[src/rtl/quat_pkg.sv]
// Shared types and constants for the sequential quaternion add/subtract unit.
package quat_pkg;

    localparam int QW = 32;
    localparam int NC = 4;

    localparam logic OP_ADD = 1'b0;
    localparam logic OP_SUB = 1'b1;

    typedef struct packed {
        logic [QW-1:0] w;
        logic [QW-1:0] x;
        logic [QW-1:0] y;
        logic [QW-1:0] z;
    } quat_t;

    typedef enum logic [1:0] {
        S_IDLE = 2'd0,
        S_RUN  = 2'd1,
        S_DONE = 2'd2
    } state_e;

    // Component index order: 0 = w, 1 = x, 2 = y, 3 = z.
    function automatic logic [QW-1:0] get_comp(input quat_t q, input logic [1:0] idx);
        logic [QW-1:0] r;
        case (idx)
            2'd0:    r = q.w;
            2'd1:    r = q.x;
            2'd2:    r = q.y;
            default: r = q.z;
        endcase
        return r;
    endfunction

    function automatic quat_t set_comp(input quat_t q, input logic [1:0] idx,
                                       input logic [QW-1:0] v);
        quat_t r;
        r = q;
        case (idx)
            2'd0:    r.w = v;
            2'd1:    r.x = v;
            2'd2:    r.y = v;
            default: r.z = v;
        endcase
        return r;
    endfunction

endpackage

[src/rtl/ripple_carry_adder.sv]
// 32-bit ripple-carry adder built from a chain of full-adder cells.
module ripple_carry_adder (
    input  logic [31:0] A,
    input  logic [31:0] B,
    input  logic        Cin,
    output logic [31:0] Sum,
    output logic        Cout
);

    logic [32:0] carry;

    always_comb begin
        carry    = '0;
        Sum      = '0;
        carry[0] = Cin;
        for (int unsigned i = 0; i < 32; i++) begin
            Sum[i]     = A[i] ^ B[i] ^ carry[i];
            carry[i+1] = (A[i] & B[i]) | (carry[i] & (A[i] ^ B[i]));
        end
    end

    assign Cout = carry[32];

endmodule

[src/rtl/quat_addsub_seq.sv]
// Sequential quaternion add/subtract: streams w,x,y,z through one 32-bit adder.
// Optional per-component signed-overflow flags are compiled in with QUAT_OVF_FLAG_EN.
module quat_addsub_seq
    import quat_pkg::*;
(
    input  logic             clk,
    input  logic             rst,
    input  logic             in_valid,
    output logic             in_ready,
    input  logic             in_op,
    input  logic [QW*NC-1:0] in_a,
    input  logic [QW*NC-1:0] in_b,
    output logic             out_valid,
    input  logic             out_ready,
    output logic [QW*NC-1:0] out_q,
    output logic [NC-1:0]    out_ovf
);

    state_e     state_q, state_d;
    logic [1:0] idx_q, idx_d;
    quat_t      a_q, a_d;
    quat_t      b_q, b_d;
    quat_t      res_q, res_d;
    logic       op_q, op_d;
    logic       in_ready_q, in_ready_d;
    logic       out_valid_q, out_valid_d;

    logic [QW-1:0] add_a, add_b, add_sum;

    // Subtraction is A + ~B + 1, with the +1 supplied through Cin.
    always_comb begin
        add_a = get_comp(a_q, idx_q);
        add_b = (op_q == OP_SUB) ? ~get_comp(b_q, idx_q) : get_comp(b_q, idx_q);
    end

    ripple_carry_adder u_adder (
        .A   (add_a),
        .B   (add_b),
        .Cin (op_q),
        .Sum (add_sum),
        .Cout()
    );

`ifdef QUAT_OVF_FLAG_EN
    logic [NC-1:0] ovf_q, ovf_d;
    logic          ovf_bit;

    always_comb begin
        ovf_bit = (add_a[QW-1] == add_b[QW-1]) & (add_sum[QW-1] != add_a[QW-1]);
        ovf_d   = ovf_q;
        if (state_q == S_IDLE && in_valid) begin
            ovf_d = '0;
        end else if (state_q == S_RUN) begin
            ovf_d[2'd3 - idx_q] = ovf_bit;
        end
    end

    always_ff @(posedge clk) begin
        if (rst) ovf_q <= '0;
        else     ovf_q <= ovf_d;
    end

    assign out_ovf = ovf_q;
`else
    assign out_ovf = '0;
`endif

    always_comb begin
        state_d     = state_q;
        idx_d       = idx_q;
        a_d         = a_q;
        b_d         = b_q;
        res_d       = res_q;
        op_d        = op_q;
        in_ready_d  = in_ready_q;
        out_valid_d = out_valid_q;
        case (state_q)
            S_IDLE: begin
                if (in_valid) begin
                    a_d        = in_a;
                    b_d        = in_b;
                    op_d       = in_op;
                    res_d      = '0;
                    idx_d      = '0;
                    in_ready_d = 1'b0;
                    state_d    = S_RUN;
                end
            end
            S_RUN: begin
                res_d = set_comp(res_q, idx_q, add_sum);
                idx_d = idx_q + 2'd1;
                if (idx_q == 2'd3) begin
                    out_valid_d = 1'b1;
                    state_d     = S_DONE;
                end
            end
            S_DONE: begin
                if (out_ready) begin
                    out_valid_d = 1'b0;
                    in_ready_d  = 1'b1;
                    state_d     = S_IDLE;
                end
            end
            default: begin
                out_valid_d = 1'b0;
                in_ready_d  = 1'b1;
                state_d     = S_IDLE;
            end
        endcase
    end

    always_ff @(posedge clk) begin
        if (rst) begin
            state_q     <= S_IDLE;
            idx_q       <= '0;
            a_q         <= '0;
            b_q         <= '0;
            res_q       <= '0;
            op_q        <= OP_ADD;
            in_ready_q  <= 1'b1;
            out_valid_q <= 1'b0;
        end else begin
            state_q     <= state_d;
            idx_q       <= idx_d;
            a_q         <= a_d;
            b_q         <= b_d;
            res_q       <= res_d;
            op_q        <= op_d;
            in_ready_q  <= in_ready_d;
            out_valid_q <= out_valid_d;
        end
    end

    assign in_ready  = in_ready_q;
    assign out_valid = out_valid_q;
    assign out_q     = res_q;

endmodule
[config.mk]
export PLATFORM = sky130hd
export DESIGN_NAME = quat_addsub_seq
export DESIGN_NICKNAME = d
export VERILOG_FILES = /design/src/rtl/quat_pkg.sv /design/src/rtl/ripple_carry_adder.sv /design/src/rtl/quat_addsub_seq.sv
export SDC_FILE = /design/constraint.sdc
export NUM_CORES = 1
export LEC_CHECK = 0
export BUFFER_PORTS_ARGS = -buffer_cell sky130_fd_sc_hd__clkbuf_2
export CAP_MARGIN = 0
export CELL_PAD_IN_SITES_DETAIL_PLACEMENT = 0
export CELL_PAD_IN_SITES_GLOBAL_PLACEMENT = 1
export CORE_AREA = 2 2 145 289
export DETAILED_ROUTE_END_ITERATION = 12
export DIE_AREA = 0 0 147 291
export GPL_ROUTABILITY_DRIVEN = 1
export PLACE_DENSITY_LB_ADDON = 0.1
export SYNTH_ARGS = -nofsm -noshare
export SYNTH_HDL_FRONTEND = slang
export SYNTH_HIERARCHICAL = 1
export SYNTH_SLANG_ARGS = --single-unit
[constraint.sdc]
create_clock -name clk -period 15.6 [get_ports clk]
set_clock_uncertainty 0.1 [all_clocks]
set_input_delay 2.34 -clock clk [delete_from_list [all_inputs] [get_ports clk]]
set_output_delay 2.34 -clock clk [all_outputs]
set_load 0.05 [all_outputs]
**After elaboration in Yosys (flattened, before gate mapping)**

Index checks and enable logic that the tools add are counted.

- Input bits: 261
- Output and inout bits: 134
- Bits in registers: 391

- Equality and inequality tests: 12
- Bitwise operators: 160
- Add/subtract/negate cells: 1
- Multiplexer cells: 21
- Reductions and logical operators: 13

Operators by type and width:

| cell | number |
|---|---|
| 128-bit one-hot mux with 2 select lines | 1 |
| 32-bit one-hot mux with 3 select lines | 2 |
| 32-bit two-way mux | 5 |
| 128-bit two-way mux | 1 |
| 1-bit XOR | 64 |
| 1-bit bitwise AND | 62 |
| 32-bit NOT | 1 |
| 1-bit OR | 31 |
| 3-bit AND reduction | 7 |
| 2-bit two-way mux | 4 |
| 2-bit inequality test, second input constant | 4 |
| 2-bit equality test, second input constant | 3 |
| 2-bit by 1-bit inequality test with 1-bit output, second input constant | 3 |
| 1-bit one-hot mux with 3 select lines | 2 |
| 2-bit one-hot mux with 3 select lines | 1 |
| 2-bit by 1-bit equality test with 1-bit output, second input constant | 2 |
| 2-bit zero test | 2 |
| 1-bit two-way mux | 4 |
| 2-bit one-hot mux with 2 select lines | 1 |
| 2-bit AND reduction | 2 |
| 3-bit OR reduction | 1 |
| 2-bit by 1-bit adder with 2-bit output, second input constant | 1 |
| 1-bit NOT | 2 |
| 2-bit nonzero test | 1 |

**Depth between registers and ports, before layout**

Gate-level depths: netlist of run 1.

- Depth in word-level cells: 70
- Gate-level depth with buffers: 43

**Modules after synthesis**

Netlist of run 1, hierarchy kept.

By module, submodules not included:

| module | instances | seq. area each (sq um) | cells each | area each (sq um) |
|---|---|---|---|---|
| quat_addsub_seq | 1 | 7,827.5 | 1,721 | 15,449.8 |
| ripple_carry_adder | 1 | 0.0 | 42 | 678.2 |

**Worst setup path before layout of run 1**

Ideal clock, no wire load.

- Kind: reg-to-reg
- From: register idx_q[0]
- To: register res_q, in the netlist out_q[127]
- Stages on the path, launching flop included: 44
- Clock period less this slack: 14,031 ps
- Path buffers: 2
- Arrival time: 13,869 ps
- Slack: 1,569 ps
- Setup time: 62 ps
- Cell sequence: dfxtp_1 -> inv_1 -> ha_1 -> clkbuf_1 -> clkbuf_1 -> a222oi_1 -> mux2i_1 -> fa_1 -> fa_1 -> fa_1 -> fa_1 -> fa_1 -> fa_1 -> fa_1 -> fa_1 -> fa_1 -> fa_1 -> fa_1 -> [... 8 more ...] -> fa_1 -> fa_1 -> fa_1 -> fa_1 -> fa_1 -> fa_1 -> fa_1 -> fa_1 -> fa_1 -> fa_1 -> fa_1 -> fa_1 -> fa_1 -> fa_1 -> inv_1 -> fa_1 -> inv_1 -> a32o_1

RTL lines:

| element | RTL line | RTL |
|---|---|---|
| from (decl) | quat_addsub_seq.sv:20 | `logic [1:0] idx_q, idx_d;` |
| from (signal assigned) | quat_addsub_seq.sv:124 | `idx_q <= idx_d;` |
| 2-bit equality test (tied with other cells) | quat_pkg.sv:26 | `case (idx)` |
| 32-bit one-hot mux with 3 select lines * | quat_pkg.sv:26 |  |
| net add_a[0] | quat_addsub_seq.sv:28 | `logic [QW-1:0] add_a, add_b, add_sum;` |
| 1-bit XOR | ripple_carry_adder.sv:18 | `carry[i+1] = (A[i] & B[i]) \| (carry[i] & (A[i] ^ B[i]));` |
| 1-bit bitwise AND | ripple_carry_adder.sv:18 |  |
| 1-bit OR * | ripple_carry_adder.sv:18 |  |
| 1-bit bitwise AND * | ripple_carry_adder.sv:18 |  |
| 1-bit OR * | ripple_carry_adder.sv:18 |  |
| [... 54 more ...] | n/a |  |
| 1-bit bitwise AND * | ripple_carry_adder.sv:18 |  |
| 1-bit OR * | ripple_carry_adder.sv:18 |  |
| 1-bit bitwise AND * | ripple_carry_adder.sv:18 |  |
| 1-bit OR * | ripple_carry_adder.sv:18 |  |
| 1-bit XOR * | ripple_carry_adder.sv:17 | `Sum[i] = A[i] ^ B[i] ^ carry[i];` |
| net add_sum[31] | quat_addsub_seq.sv:28 |  |
| 32-bit two-way mux * | quat_pkg.sv:39 | `case (idx)` |
| 128-bit one-hot mux with 2 select lines * | quat_addsub_seq.sv:77 | `case (state_q)` |
| to (signal assigned) | quat_addsub_seq.sv:127 | `res_q <= res_d;` |
| to (decl) | quat_addsub_seq.sv:23 | `quat_t res_q, res_d;` |

The timed path passes the listed nets; every way through them passes the cells marked *. The select of a mux whose other input is x is not followed.
A chain may end at the register's enable or synchronous reset.

**Worst setup path after layout of run 1**

- From: register idx_q[0]
- To: register res_q, in the netlist out_q[31]

RTL lines:

| element | RTL line | RTL |
|---|---|---|
| 2-bit equality test (tied with other cells) | quat_pkg.sv:26 |  |
| 32-bit one-hot mux with 3 select lines * | quat_pkg.sv:26 |  |
| 32-bit NOT | quat_addsub_seq.sv:33 | `add_b = (op_q == OP_SUB) ? ~get_comp(b_q, idx_q) : get_comp(b_q, idx_q);` |
| 32-bit two-way mux * | quat_addsub_seq.sv:33 |  |
| net add_b[1] | quat_addsub_seq.sv:28 |  |
| 1-bit XOR | ripple_carry_adder.sv:18 |  |
| 1-bit bitwise AND | ripple_carry_adder.sv:18 |  |
| 1-bit OR * | ripple_carry_adder.sv:18 |  |
| [... 54 more ...] | n/a |  |
| 1-bit bitwise AND * | ripple_carry_adder.sv:18 |  |
| 1-bit OR * | ripple_carry_adder.sv:18 |  |
| 1-bit bitwise AND * | ripple_carry_adder.sv:18 |  |
| 1-bit OR * | ripple_carry_adder.sv:18 |  |
| 1-bit XOR * | ripple_carry_adder.sv:17 |  |
| net add_sum[31] | quat_addsub_seq.sv:28 |  |
| 32-bit two-way mux * | quat_pkg.sv:39 |  |
| 128-bit one-hot mux with 2 select lines * | quat_addsub_seq.sv:77 |  |

Marks and branches as above.

==> metrics.txt, run 1 <==
via/cell ratio approximately 5.3; DRC 0; Mapped Area 16,100 µm²; CTS Buffer Depth 3; Layout Utilization 0.470; crit-path max FO 35; total power between 2000 and 2500 µW; starting density of the core 0.396; critical path class flip-flop to flip-flop; Worst IR Drop VDD 0.0742 mV; setup slack, reg-to-reg around 1000 ps; largest net degree at the start of global routing roughly 120; Nets between 2,000 and 2,500; number of global-route vias before repair about 13,000; drt pass-1 iters 8; Global Route met1 Usage 0.301; initial antenna violation count 4; Final GP Congestion slightly below 0.8; Site Rows between 100 and 150; Die Span X 147 µm; P&R area growth vs syn 18.8%; Detail Route Antenna Nets 0; Startpoint Class flip-flop; Final Routed Wirelength ~54,000 µm; Period minus WS final approximately 15,000 ps; final hold viol count 0; PostCTS Resize Cnt 0; GRT overflow 0; slew margin rel. 0.235; first-pass GRT wire length approximately 80,000 µm; Total GRT Usage 0.243; worst skew pair latency between 500 and 600 ps; Post-CTS Setup Bufs 0; final setup vio count 0; actual slew at the worst max-slew pin approximately 1100 ps; # port buffers 390; final worst slack about 970 ps; Max Slew Vio Count 0; Worst path max stage delay between 400 and 500 ps; pre-CTS WS about 1100 ps; highest clock rate approximately 68 MHz; DRT iter0 DRCs ~970; total CTS buffers 36; Syn Area/Cell 9.15 µm²; met3 Use GR 0.0442; root buf cell clkbuf_16; crit end category flip-flop; Syn Inst Count 1,762; status finished clean; die height between 200 and 300 µm; Avg WL per Cell between 20 and 25 µm; via count 13,800; RSZ-0062 raised after global routing no; fin crit share 0.938; Ys Warns 6; WP data arrival between 15,000 and 20,000 ps; layout cell share with drive strength beyond 1 0.233; clk slew on worst S/H paths 70 ps; met2 usage 0.432; setup tns final 0 ps; Die ar. 42,800 µm²; hold slack about 350 ps; max cap viols 0; CTS tree done; # clock sinks between 300 and 400; crit-path most repeated cell fa_1; Power Density 124 nW/µm²; H-tree Lvls 2; WP data required approximately 16,000 ps; CP max stage cell dfxtp_1; top-level port count about 400; Core Area around 40,000 µm²; Post-DP HPWL 38,000 µm; Leakage 0.00788 µW; Most Crowded Layer GR met2; cts hold-fix bufs 0; Hold Path Class flip-flop to flip-flop
area by class of cell:
cell class | instances | area (µm²)
Tap cell | 535 | 669
Sequential cell | 391 | 7830
Antenna cell | 1 | 2.50
Timing Repair Buffer | 408 | 2100
Clock inverter | 6 | 65.1
Multi-Input combinational cell | 1134 | 7100
Inverter | 76 | 285
Clock buffer | 54 | 1100
Fill cell | 4166 | 21600
state kept, by name, summed over array words and instances, names as in the netlist:
signal and cells:
idx_q 2, out_valid 1, state_q 2, a_q 128, in_ready 1, op_q 1
out_q 128, b_q 128
stage by stage:
step,instances,cell area (µm²)
floorplan,1765,16100
global placement,2544,18000
detailed placement,2544,18000
CTS,2604,19100
global route,2605,19100
finish,2605,19100
placed cells by master (no fill, tap or decap), types with 2 or more instances in the layout:
| cell type | n |
|---|---|
| mux2_2 | 4 |
| inv_1 | 76 |
| a21oi_1 | 261 |
| o21bai_1 | 2 |
| clkbuf_2 | 389 |
| xor2_1 | 32 |
| clkbuf_8 | 12 |
| clkbuf_16 | 37 |
| fa_1 | 32 |
| mux2i_1 | 64 |
| inv_6 | 2 |
| ha_2 | 2 |
| clkinv_2 | 2 |
| nand2_1 | 515 |
| clkbuf_1 | 6 |
| dfxtp_1 | 390 |
| a32o_1 | 128 |
| nor2_1 | 4 |
| a222oi_1 | 64 |
| ha_4 | 2 |
| nand2b_1 | 2 |
| buf_4 | 18 |
| nand2b_2 | 4 |
| a21oi_4 | 4 |
| conb_1 | 4 |
metal layers:
| metal | up-vias | part of all wire |
|---|---|---|
| li1 | 6680 | - |
| met1 | 6583 | 0.40 |
| met2 | 432 | 0.51 |
| met3 | 65 | 0.064 |
| met4 | 6 | 0.026 |
| met5 | - | 0.00074 |
power by group:
part	internal [µW]	switching, µW	leakage [µW]	total [µW]
clock	503	385	0.000573	888
combinational	121	271	0.00411	391
sequential	1060	32.2	0.00320	1090
path summary, 6_finish.rpt:
check | start | end | depth (start not counted)
setup / recovery | idx_q[0]$_SDFFE_PP0P_ | out_q[31]$_SDFFE_PP0P_ | 42
setup reg to reg | idx_q[0]$_SDFFE_PP0P_ | out_q[31]$_SDFFE_PP0P_ | 42
hold / removal | b_q[11]$_SDFFE_PP0P_ | b_q[11]$_SDFFE_PP0P_ | 2
hold reg to reg | b_q[11]$_SDFFE_PP0P_ | b_q[11]$_SDFFE_PP0P_ | 2
critical path: cells and delay by family, from the launching register on:
kind / cells / cell delay (ps)
AO/OA/AOI/OAI: 2 / 490
XOR/XNOR: 1 / 170
adder cells (fa/ha/maj): 32 / 12420
buffers and inverters: 6 / 790
flip-flops: 1 / 470
multiplexers: 1 / 140
Power figures use the tool's default switching activity.
==> run 2: changes to the inputs <==
ABC_AREA = 1   (was unset)
CORE_AREA = 2 2 152 302   (was 2 2 145 289)
DIE_AREA = 0 0 154 304   (was 0 0 147 291)
==> run 2 against run 1 <==
Effect of this change:
- synthesized cell count rose by 34%
- critical endpoint unchanged
- largest power group unchanged
- global-route usage is 0.28 points higher
- highest routed layer unchanged
- combinational power increased by 36%
- critical path type unchanged
- sequential share of layout area fell by 2.0 points
==> metrics.txt, run 2 <==
largest net degree at the start of global routing 261 (+120%); R2R Path Start idx_q[0]$_SDFFE_PP0P_; worst skew pair latency 540 ps (about the same); Die Span X 154 µm (+4.8%); final hold viol count 0 (unchanged); DRT iter0 DRCs 925 (-4.8%); actual slew at the worst max-slew pin 1290 ps (+140 ps); Core Area 44,700 µm² (+9.8%); most frequent cells in the layout nand2_1, nor2_1, dfxtp_1, clkbuf_2, o21ai_0; Total GRT Usage 0.246 (+0.00277); RSZ-0062 raised after global routing no; setup tns final 0 ps (unchanged); max cap viols 0 (unchanged); starting density of the core 0.374 (-0.0220); min-delay src out_valid$_SDFFE_PP0P_; most common cell after layout, fill and taps aside nand2_1; via count 15,700 (+14%); Reg power frac 0.421 (-0.038); CTS tree done; Period minus WS final 14,570 ps (-59.5 ps); Post-DP HPWL 41,900 µm (+10%); DRC 0 (unchanged); final worst slack 1030 ps (+59.5 ps); Worst IR Drop VDD 0.0852 mV (+15%); H-tree Lvls 2 (unchanged); total CTS buffers 38 (+5.6%); layout cell share with drive strength beyond 1 0.184 (-0.0490); # port buffers 390 (unchanged); cts hold-fix bufs 0 (unchanged); total power 2670 µW (+13%); final setup vio count 0 (unchanged); NetSw 839 µW (+22%); Worst R2R Path Depth 47 (+12%); CP max stage cell fa_1; pre-CTS WS 1070 ps (+1.23 ps); Syn Inst Count 2,359 (+34%); P&R area growth vs syn 20.3%; WP data arrival 14,930 ps (-80 ps); Avg WL per Cell 18.1 µm (-12%); GRT overflow 0 (unchanged); PostCTS Resize Cnt 0 (unchanged); Hold Path Sink out_valid$_SDFFE_PP0P_; crit end category flip-flop; top-level port count 395 (unchanged); highest clock rate 68.6 MHz (+0.41%); CTS Buffer Depth 3 (unchanged); Ys Warns 6 (unchanged); status finished clean; slew margin rel. 0.143 (-0.0918); Final GP Congestion 0.850 (+9.9%); number of global-route vias before repair 14,900 (+12%); Mapped Area 16,700 µm² (+3.7%); # clock sinks 391 (unchanged); hold path depth 2 (unchanged); internal cell power 1830 µW (+9.0%); Leakage 0.00905 µW (+15%); die height 304 µm (+4.5%); Worst path max stage delay 430 ps (-40 ps); Die ar. 46,800 µm² (+9.4%); setup slack, reg-to-reg 1030 ps (+60 ps); crit-path max FO 22 (-37%); via/cell ratio 4.84 (-8.3%); Power Density 133 nW/µm² (+7.4%); first-pass GRT wire length 88,800 µm (+11%); Startpoint Class flip-flop; Layout Utilization 0.450 (-0.0206); root buf cell clkbuf_16; Switching Share 0.314 (+0.0237); Post-CTS Setup Bufs 0 (unchanged); fin crit share 0.934 (-0.00381); hold slack 348 ps (-5.08 ps); WP data required 15,960 ps (-20 ps); drt pass-1 iters 5 (-3); clock power share 0.380 (+0.005); clk slew on worst S/H paths 60 ps (about the same); initial antenna violation count 7 (+3); Nets 2,943 (+26%); critical path class flip-flop to flip-flop; Max Slew Vio Count 0 (unchanged); Syn Area/Cell 7.09 µm² (-23%); Final Routed Wirelength 58,600 µm (+8.9%); crit-path most repeated cell fa_1; reg2reg end out_q[31]$_SDFFE_PP0P_; Detail Route Antenna Nets 0 (unchanged); Site Rows 110 (+4.8%); Hold Path Class flip-flop to flip-flop; Comb pwr share 0.200 (+0.035)
## run 2: worst max path at each step
stage	startpoint	end
6_report	idx_q[0]$_SDFFE_PP0P_	out_q[31]$_SDFFE_PP0P_
3_3_place_gp	idx_q[1]$_SDFFE_PP0P_	out_q[127]$_SDFFE_PP0P_
4_1_cts	idx_q[0]$_SDFFE_PP0P_	out_q[31]$_SDFFE_PP0P_
2_1_floorplan	idx_q[0]$_SDFFE_PP0P_	out_q[127]$_SDFFE_PP0P_
5_1_grt	idx_q[0]$_SDFFE_PP0P_	out_q[95]$_SDFFE_PP0P_
3_5_place_dp	idx_q[0]$_SDFFE_PP0P_	out_q[31]$_SDFFE_PP0P_
## run 2: critical path: cells and delay by family (launching register included)
family / cells / cell delay [ps]
AO/OA/AOI/OAI: 1 / 150
adder cells (fa/ha/maj): 32 / 12370
buffers and inverters: 7 / 770
flip-flops: 1 / 350
AND/OR/NAND/NOR: 7 / 730
## run 2: final cells by class
class	count	area [µm²]
fillers	4741	24600
repair buffers	417	2170
inverters	55	219
well taps	560	701
flip-flops and latches	391	7830
clock inverters	17	225
multi-input cells	1742	7820
clock buffers	52	1140
diodes	3	7.51
## run 2: stage by stage
| step | instances | area [µm²] |
|---|---|---|
| 6_report | 3237 | 20100 |
| 4_1_cts | 3234 | 20100 |
| 5_1_grt | 3237 | 20100 |
| 3_3_place_gp | 3165 | 18700 |
| 3_5_place_dp | 3165 | 18700 |
| 2_1_floorplan | 2362 | 16700 |
## run 2: layer usage
layer / wire (µm) / global-route usage / part of all wire / vias to the layer above
li1: - / - / - / 8067
met1: 24900 / 0.309 / 0.42 / 7099
met2: 29300 / 0.434 / 0.50 / 428
met3: 2740 / 0.0318 / 0.047 / 81
met4: 1690 / 0.0813 / 0.029 / 8
met5: 51 / 0 / 0.00087 / -
## run 2: power groups by stage
stage / Sequential, µW / Combinational [µW] / Clock [µW]
2_1_floorplan: 1210 / 279 / 0
3_3_place_gp: 1150 / 540 / 0
3_5_place_dp: 1150 / 543 / 0
4_1_cts: 1120 / 544 / 1040
5_1_grt: 1130 / 589 / 1080
6_report: 1120 / 533 / 1010
==> run 3: changes to the inputs <==
CORE_AREA = 2 2 151 300   (was 2 2 152 302)
DIE_AREA = 0 0 153 302   (was 0 0 154 304)
SYNTH_HIERARCHICAL = unset   (was 1)
==> run 3 against run 2 <==
Effect of this change:
- highest routed layer unchanged
- fmax down 3.1%
- critical endpoint is now out_q[95]$_SDFFE_PP0P_
- non-clock buffer count up 9
- register-to-register slack got worse by 470 ps
- worst setup slack worse by 470 ps
- design area down 0.60%
- power fell by 1.5%
- routed wire length up 4.7%
- synthesized cell count is 5.8% lower
- combinational power decreased by 1%
- via count rose by 0.26%
==> metrics.txt, run 3 <==
final hold viol count 0 (unchanged); Syn Inst Count 2,222 (-5.8%); Leakage 0.00889 µW (-1.8%); Worst path max stage delay 470 ps (+40 ps); Post-CTS Setup Bufs 0 (unchanged); Switching Share 0.316 (+0.00123); top-level port count 395 (unchanged); Worst R2R Path Depth 44 (-6.4%); DRC 0 (unchanged); fin crit share 0.964 (+0.0303); crit end category flip-flop; # clock sinks 391 (unchanged); Period minus WS final 15,040 ps (+473 ps); area leader, netlist dfxtp_1; EDFF count, synth 0; cts hold-fix bufs 0 (unchanged); DRT iter0 DRCs 956 (+3.4%); via/cell ratio 5.06 (+4.5%); most numerous cell in the Yosys netlist nor2_1; synth unique cells 35; critical path class flip-flop to flip-flop; Core Area 44,100 µm² (-1.5%); drt pass-1 iters 7 (+2); largest net degree at the start of global routing 172 (-34%); H-tree Lvls 2 (unchanged); first-pass GRT wire length 92,200 µm (+3.9%); internal cell power 1800 µW (-1.7%); pre-CTS WS -550 ps (-1620 ps); worst skew pair latency 550 ps (about the same); crit-path max FO 7 (-68%); NetSw 830 µW (-1.1%); most common cell after layout, fill and taps aside nor2_1; CP max stage cell fa_1; Power Density 132 nW/µm² (-0.89%); Worst IR Drop VDD 0.0730 mV (-14%); via count 15,700 (+0.26%); highest clock rate 66.5 MHz (-3.1%); final worst slack 558 ps (-473 ps); R2R Path Start idx_q[0]$_SDFFE_PP0P_; Nets 2,816 (-4.3%); area share of the largest cell type after synthesis 0.475; setup tns final 0 ps (unchanged); initial antenna violation count 2 (-5); die height 302 µm (-0.66%); layout cell share with drive strength beyond 1 0.211 (+0.0267); CTS tree done; Reg power frac 0.429 (+0.008); reg2reg end out_q[95]$_SDFFE_PP0P_; starting density of the core 0.374 (about the same); Avg WL per Cell 19.8 µm (+9.1%); final setup vio count 0 (unchanged); Site Rows 109 (-0.91%); total CTS buffers 37 (-2.6%); Sequential cell area 7830 µm² (about the same); fillers 4,615 (-2.7%); CTS Buffer Depth 3 (unchanged); Comb pwr share 0.201 (about the same); top cells by area, synth dfxtp_1, nor2_1, o21ai_0, nand2_1, a21oi_1; Max Slew Vio Count 0 (unchanged); min-delay src out_valid$_SDFFE_PP0P_; root buf cell clkbuf_16; actual slew at the worst max-slew pin 1180 ps (-105 ps); GRT overflow 0 (unchanged); clk slew on worst S/H paths 70 ps (about the same); Seq cells post-synth approximately 400; non-filler cells, final 3,105 (-4.1%); Die Span X 153 µm (-0.65%); setup slack, reg-to-reg 560 ps (-470 ps); Detail Route Antenna Nets 0 (unchanged); Layout Utilization 0.454 (+0.00418); crit-path most repeated cell fa_2; # port buffers 390 (unchanged); Ys Warns 0 (-6); number of global-route vias before repair 15,700 (+5.5%); Hold Path Sink out_valid$_SDFFE_PP0P_; cell total after placement 3,037 (-4.0%); WP data arrival 15,320 ps (+390 ps); Die ar. 46,200 µm² (-1.3%); status finished clean; P&R area growth vs syn 21.3%; synth cell count leaders nor2_1, dfxtp_1, nand2_1; Post-DP HPWL 44,100 µm (+5.1%); Primary FF master, synth dfxtp_1; Final Routed Wirelength 61,400 µm (+4.7%); Total GRT Usage 0.258 (+0.0119); area of the multi-input gates 7720 µm² (-1.4%); WP data required 15,880 ps (-80 ps); slew margin rel. 0.213 (+0.0703); Hold Path Class flip-flop to flip-flop; max cap viols 0 (unchanged); async set-reset flop share out of synthesis 0; clock power share 0.371 (-0.009); Final GP Congestion 0.844 (-0.62%); Syn Area/Cell 7.42 µm² (+4.6%); Startpoint Class flip-flop; RSZ-0062 raised after global routing no; sequential area share after synthesis 0.475; Mapped Area 16,500 µm² (-1.5%); most frequent cells in the layout nor2_1, dfxtp_1, clkbuf_2, nand2_1, o21ai_0; hold path depth 2 (unchanged)
[run 3: cell count changes in the layout (fill, tap and decap cells not counted), sizes merged, moves of 6 or more]
cell	previous run	this run
inv	56	50
nand2	594	337
o21ai	259	321
nor2	581	641
buf	28	37
nand3	66	39
xor2	0	31
[run 3: cell type report]
type / count / area share
multi-input combinational: 1615 / 0.386
sequential: 391 / 0.392
tap: 555 / 0.0347
clock inverter: 15 / 0.00920
clock buffer: 52 / 0.0558
antenna: 1 / 0.000125
inverter: 50 / 0.0105
timing repair buffer: 426 / 0.112
[run 3: worst max path at each step]
stage                                     start                       to  slack, ps  cells after the start
after CTS                 idx_q[0]$_SDFFE_PP0P_   out_q[95]$_SDFFE_PP0P_         30                     44
after detailed placement  idx_q[0]$_SDFFE_PP0P_   out_q[95]$_SDFFE_PP0P_       -550                     43
after floorplan           idx_q[0]$_SDFFE_PP0P_  out_q[127]$_SDFFE_PP0P_         20                     44
final                     idx_q[0]$_SDFFE_PP0P_   out_q[95]$_SDFFE_PP0P_        560                     44
after global routing      idx_q[1]$_SDFFE_PP0P_  out_q[127]$_SDFFE_PP0P_         50                     44
after global placement    idx_q[0]$_SDFFE_PP0P_   out_q[95]$_SDFFE_PP0P_       -430                     44
[run 3: kinds of logic (layout without fill, tap and decap cells)]
logic type | after synthesis | after routing | share of synthesized area
and+or+nand+nor | 1024 | 1024 | 0.244
AOI/OAI and AO/OA | 521 | 521 | 0.161
DFF | 391 | 391 | 0.475
buffers and inverters | 219 | 543 | 0.0635
adders and majority gates | 34 | 34 | 0.0395
xor gates and xnor gates | 32 | 32 | 0.0170
other | 1 | 5 | 0.000228
[run 3: power groups by stage]
stage,Clock [µW],Combinational (µW),Sequential [µW]
6_report,975,527,1130
5_1_grt,1030,585,1130
4_1_cts,995,531,1130
3_5_place_dp,0,525,1150
3_3_place_gp,0,524,1150
2_1_floorplan,0,283,1210
[run 3: per-stage QoR]
stage          hold WS (ps)  power [µW]  cell area (µm²)
6_report                358        2630            20000
5_1_grt                 376        2750            20000
4_1_cts                 363        2650            20000
3_5_place_dp            350        1670            18600
3_3_place_gp            345        1670            18600
2_1_floorplan           329        1490            16500
[run 3: repair_timing]
action / CTS / global route
setup endpoints to repair: 12 / 11
pin swaps: 1 / 1
hold endpoints to repair: 0 / 0
resized for setup: 12 / 10
[run 3: worst max-delay path: cells and delay by family, from the launching register on]
family	cells	cell delay, ps
buffers and inverters	3	310
DFF	1	330
xor gates and xnor gates	1	160
and+or+nand+nor	6	560
AOI/OAI and AO/OA	3	390
adders and majority gates	31	12990
[run 3: metal layers]
layer / wire [µm] / global-route usage / part of all wire / vias up
met2: 30300 / 0.452 / 0.49 / 568
li1: - / - / - / 7730
met3: 3030 / 0.0324 / 0.049 / 118
met5: 13 / 0 / 0.00021 / -
met4: 3880 / 0.152 / 0.063 / 2
met1: 24200 / 0.302 / 0.39 / 7306
